==> src/rtl/multicycle_control_unit.sv <==
// rtl/multicycle_control_unit.sv - multi-cycle FETCH/DECODE/EXEC/MEM/WB control unit with memory timeout
module multicycle_control_unit #(
    parameter int INST_W  = 8,
    parameter int REG_AW  = 2,
    parameter int MEM_TMO = 15,
    parameter int CNT_W   = 16
) (
    input  logic              clk,
    input  logic              reset_n,
    input  logic [INST_W-1:0] inst,
    input  logic              inst_valid,
    output logic              inst_ready,
    input  logic              mem_ack,
    output logic [3:0]        opcode,
    output logic [REG_AW-1:0] rd,
    output logic [REG_AW-1:0] rs,
    output logic              imm,
    output logic              alu_src,
    output logic              mem_read,
    output logic              mem_write,
    output logic              reg_write,
    output logic              flag_we,
    output logic              busy,
    output logic              bus_err,
    output logic [CNT_W-1:0]  retired
);

    localparam int TMO_W = $clog2(MEM_TMO + 1);

    localparam logic [3:0] OP_LD  = 4'b0000;
    localparam logic [3:0] OP_ST  = 4'b0001;
    localparam logic [3:0] OP_MI  = 4'b0010;
    localparam logic [3:0] OP_MR  = 4'b0011;
    localparam logic [3:0] OP_CM  = 4'b0111;
    localparam logic [3:0] OP_ORI = 4'b1001;
    localparam logic [3:0] OP_XRI = 4'b1011;
    localparam logic [3:0] OP_SMI = 4'b1100;
    localparam logic [3:0] OP_SBI = 4'b1101;
    localparam logic [3:0] OP_ANI = 4'b1110;
    localparam logic [3:0] OP_CMI = 4'b1111;

    typedef enum logic [2:0] {
        S_FETCH  = 3'd0,
        S_DECODE = 3'd1,
        S_EXEC   = 3'd2,
        S_MEM    = 3'd3,
        S_WB     = 3'd4
    } state_t;

    state_t            state;
    state_t            state_nx;
    logic [INST_W-1:0] ir;
    logic [TMO_W-1:0]  wait_cnt;

    logic is_mem;
    logic is_ld;
    logic is_move;
    logic is_cmp;
    logic is_alu;
    logic is_imm;
    logic accept;
    logic timeout;
    logic retire;
    logic mem_abort;

    // Instruction fields come straight from the IR so they only move on acceptance
    assign opcode = ir[INST_W-1 -: 4];
    assign rd     = ir[INST_W-5 -: REG_AW];
    assign rs     = ir[INST_W-5-REG_AW -: REG_AW];
    assign imm    = is_imm;

    always_comb begin
        is_mem  = (opcode == OP_LD) || (opcode == OP_ST);
        is_ld   = (opcode == OP_LD);
        is_move = (opcode == OP_MI) || (opcode == OP_MR);
        is_cmp  = (opcode == OP_CM) || (opcode == OP_CMI);
        is_alu  = !is_mem && !is_move && !is_cmp;
        is_imm  = 1'b0;
        case (opcode)
            OP_MI, OP_SMI, OP_SBI, OP_ANI,
            OP_ORI, OP_XRI, OP_CMI: is_imm = 1'b1;
            default:                is_imm = 1'b0;
        endcase
    end

    assign accept    = (state == S_FETCH) && inst_valid;
    assign timeout   = (wait_cnt == TMO_W'(MEM_TMO - 1));
    assign mem_abort = (state == S_MEM) && !mem_ack && timeout;
    assign retire    = ((state == S_EXEC) && is_cmp) ||
                       ((state == S_MEM) && mem_ack && !is_ld) ||
                       (state == S_WB);

    always_ff @(posedge clk or negedge reset_n) begin
        if (!reset_n) begin
            state <= S_FETCH;
        end else begin
            state <= state_nx;
        end
    end

    always_comb begin
        state_nx = state;
        case (state)
            S_FETCH:  state_nx = inst_valid ? S_DECODE : S_FETCH;
            S_DECODE: state_nx = S_EXEC;
            S_EXEC: begin
                if (is_cmp) begin
                    state_nx = S_FETCH;
                end else if (is_mem) begin
                    state_nx = S_MEM;
                end else begin
                    state_nx = S_WB;
                end
            end
            S_MEM: begin
                if (mem_ack) begin
                    state_nx = is_ld ? S_WB : S_FETCH;
                end else if (timeout) begin
                    state_nx = S_FETCH;
                end
            end
            S_WB:     state_nx = S_FETCH;
            default:  state_nx = S_FETCH;
        endcase
    end

    // Enables are a pure function of state, so an async reset kills them at once
    always_comb begin
        inst_ready = 1'b0;
        busy       = 1'b1;
        alu_src    = 1'b0;
        mem_read   = 1'b0;
        mem_write  = 1'b0;
        reg_write  = 1'b0;
        flag_we    = 1'b0;
        case (state)
            S_FETCH: begin
                inst_ready = 1'b1;
                busy       = 1'b0;
            end
            S_EXEC: begin
                alu_src = is_mem;
                flag_we = is_alu || is_cmp;
            end
            S_MEM: begin
                alu_src   = 1'b1;
                mem_read  = is_ld;
                mem_write = !is_ld;
            end
            S_WB:    reg_write = 1'b1;
            default: ;
        endcase
    end

    always_ff @(posedge clk or negedge reset_n) begin
        if (!reset_n) begin
            ir <= '0;
        end else if (accept) begin
            ir <= inst;
        end
    end

    // Counts MEM cycles already spent; held at zero outside MEM so each access starts fresh
    always_ff @(posedge clk or negedge reset_n) begin
        if (!reset_n) begin
            wait_cnt <= '0;
        end else if (state != S_MEM) begin
            wait_cnt <= '0;
        end else if (!timeout) begin
            wait_cnt <= wait_cnt + TMO_W'(1);
        end
    end

    always_ff @(posedge clk or negedge reset_n) begin
        if (!reset_n) begin
            bus_err <= 1'b0;
        end else if (mem_abort) begin
            bus_err <= 1'b1;
        end
    end

    always_ff @(posedge clk or negedge reset_n) begin
        if (!reset_n) begin
            retired <= '0;
        end else if (retire) begin
            retired <= retired + CNT_W'(1);
        end
    end

endmodule

==> config.mk <==
export PLATFORM = sky130hd
export DESIGN_NAME = multicycle_control_unit
export DESIGN_NICKNAME = d
export VERILOG_FILES = /design/src/rtl/multicycle_control_unit.sv
export SDC_FILE = /design/constraint.sdc
export NUM_CORES = 1
export LEC_CHECK = 0
export CAP_MARGIN = 10
export CORE_ASPECT_RATIO = 0.9
export CORE_MARGIN = 2
export CORE_UTILIZATION = 53
export CTS_BUF_LIST = sky130_fd_sc_hd__clkbuf_2 sky130_fd_sc_hd__clkbuf_4 sky130_fd_sc_hd__clkbuf_8
export DETAILED_ROUTE_END_ITERATION = 16
export PLACE_DENSITY = 0.85
export SLEW_MARGIN = 15
export SYNTH_ARGS = -nofsm -noshare
export SYNTH_HDL_FRONTEND = slang
export SYNTH_SLANG_ARGS = --single-unit
==> constraint.sdc <==
create_clock -name clk -period 3.5 [get_ports clk]
set_input_delay 0.525 -clock clk [delete_from_list [all_inputs] [get_ports clk]]
set_output_delay 0.525 -clock clk [all_outputs]
set_load 0.03 [all_outputs]
==> results of run 1 <==
==> kinds of logic (layout without fill, tap and decap cells) <==
family	Yosys count	after routing	synth area share (%)
muxes	10	10	6.90
xor gates and xnor gates	17	17	9.22
DFF	32	32	49.6
adders and majority gates	3	3	2.33
AOI/OAI and AO/OA	26	26	14.3
and+or+nand+nor	44	44	14.8
buffers and inverters	9	56	2.79
==> power by group through the flow <==
stage | clock network [mW] | registers, mW | logic, mW
after global routing | 0.263 | 0.602 | 0.883
after CTS | 0.245 | 0.583 | 0.839
final | 0.242 | 0.585 | 0.831
after floorplan | 0 | 0.698 | 0.419
after global placement | 0 | 0.578 | 0.824
after detailed placement | 0 | 0.591 | 0.835
==> layer usage <==
metal / share of wire (%) / vias up
li1: - / 607
met1: 42 / 638
met2: 49 / 41
met3: 5.8 / 11
met4: 3.1 / 0
met5: 0 / -
==> cells in the final DEF, fill, tap and decap left out, types with 4 or more instances in the layout <==
| master | netlist | final |
|---|---|---|
| o2111ai_1 | 4 | 4 |
| clkdlybuf4s50_1 | 0 | 44 |
| nand2_1 | 6 | 6 |
| nor3_1 | 6 | 5 |
| mux2_2 | 8 | 8 |
| nor2_1 | 10 | 10 |
| nand3_1 | 4 | 4 |
| o211ai_2 | 6 | 6 |
| dfrtp_1 | 32 | 32 |
| xnor2_1 | 17 | 17 |
| clkbuf_4 | 0 | 5 |
==> sequential cells by signal, indices dropped and copies added, names as in the netlist <==
register and flops:
bus_err 1, ir 8, retired 16, state 3, wait_cnt 4
==> worst max-delay path, stage by stage, from the launching register on <==
cell	delay, ns
dfrtp_1	0.45
or4b_2	0.67
nand2_1	0.08
clkdlybuf4s50_1	0.66
==> final cells by class <==
cell class	instances	area, µm²	share of cell area, %
repair buffers	46	455	21.1
multi-input cells	100	773	35.9
well taps	40	50.0	2.32
flip-flops and latches	32	801	37.1
inverters	3	11.3	0.522
clock buffers	7	65.1	3.02
==> through the flow <==
| stage | utilization [%] | area, µm² |
|---|---|---|
| global placement | 74.3 | 2090 |
| finish | 76.6 | 2160 |
| detailed placement | 74.3 | 2090 |
| floorplan | - | 1610 |
| global route | 76.6 | 2160 |
| CTS | 76.6 | 2160 |
==> path summary, 6_finish.rpt <==
check	from	end	slack, ns	cells past startpoint
worst min register to register	retired[15]	retired[15]	0.49	1
worst max-delay path	ir[4]	imm	0.77	3
min in group asynchronous	reset_n	wait_cnt[2]	0.57	2
worst min-delay path	retired[15]	retired[15]	0.49	1
worst max register to register	ir[4]	retired[1]	1.45	4
max in group asynchronous	reset_n	ir[3]	2.63	2
==> flow_metrics.tcl, run 1 <==
set metrics [dict create \
    worst_slack_ns 0.766 \
    intPower_uw 935 \
    core_area_um2 2820 \
    power_density_nw_per_um2 769 \
    diodes 0 \
    clockBufferDepth 2 \
    cp.required_ns 2.97 \
    yosys-top-cells-count "dfrtp_1, xnor2_1, nor2_1, mux2_2" \
    rows 18 \
    power.leakage_nw 0.886 \
    synth-edff-count 0 \
    vias 1297 \
    finalHoldViolations 0 \
    place_hpwl_um 2530 \
    crit_fanout 7 \
    syn_inst 141 \
    drv_cap 0 \
    tightest_slew_ns 0.557 \
    drc 0 \
    place.gp.congestion 0.806 \
    synth.distinct_cells 37 \
    cts-root-buf "clkbuf_4" \
    globalRouteTotalUtil_pct 22.8 \
    placed_cells 221 \
    fp.dieW_um 62.2 \
    p_clk_share_pct 14.6 \
    switching_share_pct 43.6 \
    syn-cell-area_um2 1610 \
    ys.flop_type "dfrtp_1" \
    hold_slack_ns 0.492 \
    post-cts-setup-buffer-count 0 \
    ys_seq_area_share_pct 49.6 \
    grt_overflow 0 \
    async_reset_ff_share_pct 100 \
    vias_per_cell 5.69 \
    grt_pass1_wl_um 6140 \
    p_sw_uw 723 \
    die_area_um2 3500 \
    drt_first_pass_iters 4 \
    start_kind "flop" \
    syn_avg_cell_area_um2 11.4 \
    cts_buffers 5 \
    cts-resized-gates 0 \
    fin_cells 228 \
    timing.fmax_ghz 0.366 \
    p_seq_share_pct 35.3 \
    status "finished, final reports clean" \
    yosys-top-cells-area "dfrtp_1, xnor2_1, mux2_2" \
    peakVddDrop_uv 565 \
    maxSlewViolCount 0 \
    drive_above_1_share_pct 15.4 \
    ant_nets 0 \
    grt-busiest-layer "met2" \
    worst_setup_path_end_kind "primary output" \
    ctsHoldBuffers 0 \
    min_period_ns 2.73 \
    use_met2_pct 34.6 \
    period_share_pct 78.1 \
    slew_headroom_pct 62.6 \
    fin_nets 203 \
    path_clk_slew_ns 0.10 \
    synth_top_area_share_pct 49.6 \
    antenna_found_initial 0 \
    num_io_pins 45 \
    met1_usage_pct 29.5 \
    place_ws_ns 1.15 \
    setup_viol 0 \
    ys_warn_count 0 \
    fillers 193 \
    htree_levels 2 \
    rsz0062_at_grt "no" \
    grt_max_degree 33 \
    power_mw 1.66 \
    skew_ns 0.0112 \
    clock_sinks 32 \
    routed_wirelength_um 3540 \
    synthesis.nets 156 \
    ys_seq_elements 32 \
    tns_ns 0 \
    arrival_ns 2.21 \
    hp-class "reg -> reg" \
    crit_type "reg -> out" \
    synth_most_common_cell "dfrtp_1" \
    clock_latency_ns 0.35 \
    grt_pass1_vias 1222 \
    wl_per_cell_um 15.5 \
    grtUsageMet3_pct 7.01 \
    cts_tree "done" \
    die-height_um 56.4 \
    areaGrowthSynthToFinish_pct 33.6 \
    port_buffers 44 \
    synth_top_area_cell "dfrtp_1" \
    drt_iter0_markers 38 \
    p_comb_share_pct 50.1 \
    initial_utilization_pct 57.3 \
]
No activity file was read; power rests on OpenSTA's default activity.
==> inputs of run 2 (changes only) <==
- CORE_UTILIZATION: 53 -> 44
- PLACE_DENSITY: 0.85 -> 0.75
- clock period: 3.5 -> 2.3 ns (I/O delays scaled with it)
==> flow_metrics.tcl, run 2 (synthesis gave the netlist of run 1 again) <==
set metrics [dict create \
    status "finished, final reports clean" \
    cp_slowest_cell "or4b_2" \
    reg.largest.list "retired (16), ir (8), wait_cnt (4)" \
    rows 20 \
    power_density_nw_per_um2 1180 \
    path_cells "or4b_2 -> nand2_1 -> dlygate4sd2_1" \
    period_share_pct 96.1 \
    num_io_pins 45 \
    die_area_um2 4170 \
    ant_nets 0 \
    vias 1291 \
    die-height_um 61.5 \
    maxSlewViolCount 0 \
    critical_path.max_stage_delay_ns 0.67 \
    grt_pass1_vias 1231 \
    final_common_cell "clkdlybuf4s50_1" \
    rsz0062_at_grt "no" \
    clock_sinks 32 \
    skew_ns 0.00882 \
    worst_setup_path_end_kind "primary output" \
    wl_per_cell_um 14.9 \
    fp.dieW_um 67.8 \
    grt_overflow 0 \
    vias_per_cell 5.47 \
    start_kind "flop" \
    slew_headroom_pct 63.3 \
    diodes 0 \
    tns_ns 0 \
    clockBufferDepth 2 \
    worst_slack_ns 0.0900 \
    most-common-layout-cells "clkdlybuf4s50_1, dfrtp_1, xnor2_1, nor2_1, mux2_2" \
    globalRouteTotalUtil_pct 17.9 \
    post-cts-setup-buffer-count 0 \
    cts_buffers 5 \
    cts_tree "done" \
    cp.required_ns 1.96 \
    fillers 268 \
    fin_nets 206 \
    min_period_ns 2.21 \
    hp-class "in -> async" \
    initial_utilization_pct 46.7 \
    drt_iter0_markers 80 \
    antenna_found_initial 0 \
    largest_register_ffs 16 \
    cts-root-buf "clkbuf_8" \
    crit_fanout 7 \
    drv_cap 0 \
    path_clk_slew_ns 0.07 \
    port_buffers 44 \
    crit_type "reg -> out" \
    timing.fmax_ghz 0.452 \
    finalHoldViolations 0 \
    layout.area.seq_um2 801 \
    drt_first_pass_iters 4 \
    drive_above_1_share_pct 17.2 \
    place_hpwl_um 2510 \
    htree_levels 2 \
    routed_wirelength_um 3510 \
    arrival_ns 1.86 \
    areaGrowthSynthToFinish_pct 36.7 \
    multi_input_area_um2 773 \
    place.gp.congestion 0.825 \
    place_ws_ns 0.120 \
    power.leakage_nw 0.951 \
    setup_viol 0 \
    grt_max_degree 33 \
    core_area_um2 3450 \
    drc 0 \
    grt_pass1_wl_um 5550 \
    clock_latency_ns 0.28 \
    peakVddDrop_uv 664 \
    tightest_slew_ns 0.545 \
    largest_register "retired" \
    ctsHoldBuffers 0 \
]
-- run 2: cell count changes in the layout (fill, tap and decap cells not counted) --
cell / change
clkbuf_4: -5
dlygate4sd2_1: +3
buf_4: +3
dlymetal6s2s_1: +2
clkinv_4: +1
clkinv_2: +2
clkdlybuf4s50_1: -5
clkbuf_8: +3
-- run 2: path summary, 6_finish.rpt --
kind	start	end	slack, ns	cells past startpoint
worst max register to register	ir[4]	retired[1]	0.25	4
min in group clk	retired[15]	retired[15]	0.48	1
worst min-delay path	reset_n	bus_err	0.45	2
worst max-delay path	ir[4]	imm	0.09	3
worst min register to register	retired[15]	retired[15]	0.48	1
max in group asynchronous	reset_n	state[2]	1.55	2
-- run 2: worst max-delay path, delay by kind of cell, from the launching register on --
family | cells | cell delay (ns)
DFF | 1 | 0.44
buffers and inverters | 1 | 0.39
and+or+nand+nor | 2 | 0.74
-- run 2: where the power goes --
group | switching (mW) | internal [mW] | leakage [nW]
logic | 0.733 | 0.561 | 0.489
registers | 0.183 | 0.702 | 0.414
clock network | 0.219 | 0.211 | 0.0479
total | 1.13 | 1.47 | 0.951
-- run 2: layer usage --
metal / wire length [µm] / vias to the layer above / track usage, %
li1: - / 610 / -
met1: 1580 / 649 / 23.4
met2: 1740 / 28 / 28.7
met3: 158 / 4 / 4.94
met4: 27 / 0 / 6.86
met5: 0 / - / 0
-- run 2: metrics by stage --
step | hold slack [ns] | utilization, % | area [µm²] | power (mW) | instances
4_1_cts | 0.463 | 63.8 | 2200 | 2.63 | 236
2_1_floorplan | 0.0494 | - | 1610 | 1.70 | 141
3_5_place_dp | 0.466 | 61.3 | 2120 | 2.21 | 228
3_3_place_gp | 0.452 | 61.3 | 2120 | 2.17 | 228
5_1_grt | 0.487 | 63.9 | 2210 | 2.74 | 236
6_report | 0.447 | 63.9 | 2210 | 2.61 | 236
-- run 2: area by class of cell --
cell class / instances / area share, %
sequential: 32 / 36.3
clock buffer: 5 / 3.12
timing repair buffer: 49 / 21.7
multi-input combinational: 100 / 35.0
tap: 44 / 2.49
clock inverter: 3 / 0.850
inverter: 3 / 0.510
-- run 2: timing repair --
item                                    4_1_cts  5_1_grt
resized for setup                             3        2
endpoints found under the setup margin        3        2
hold endpoints to repair                      0        0
==> inputs of run 3 (changes only) <==
- CTS_CLUSTER_SIZE: not set -> 12
==> results of run 3 <==
Final layout, timing and power as in run 2 (identical DEF).
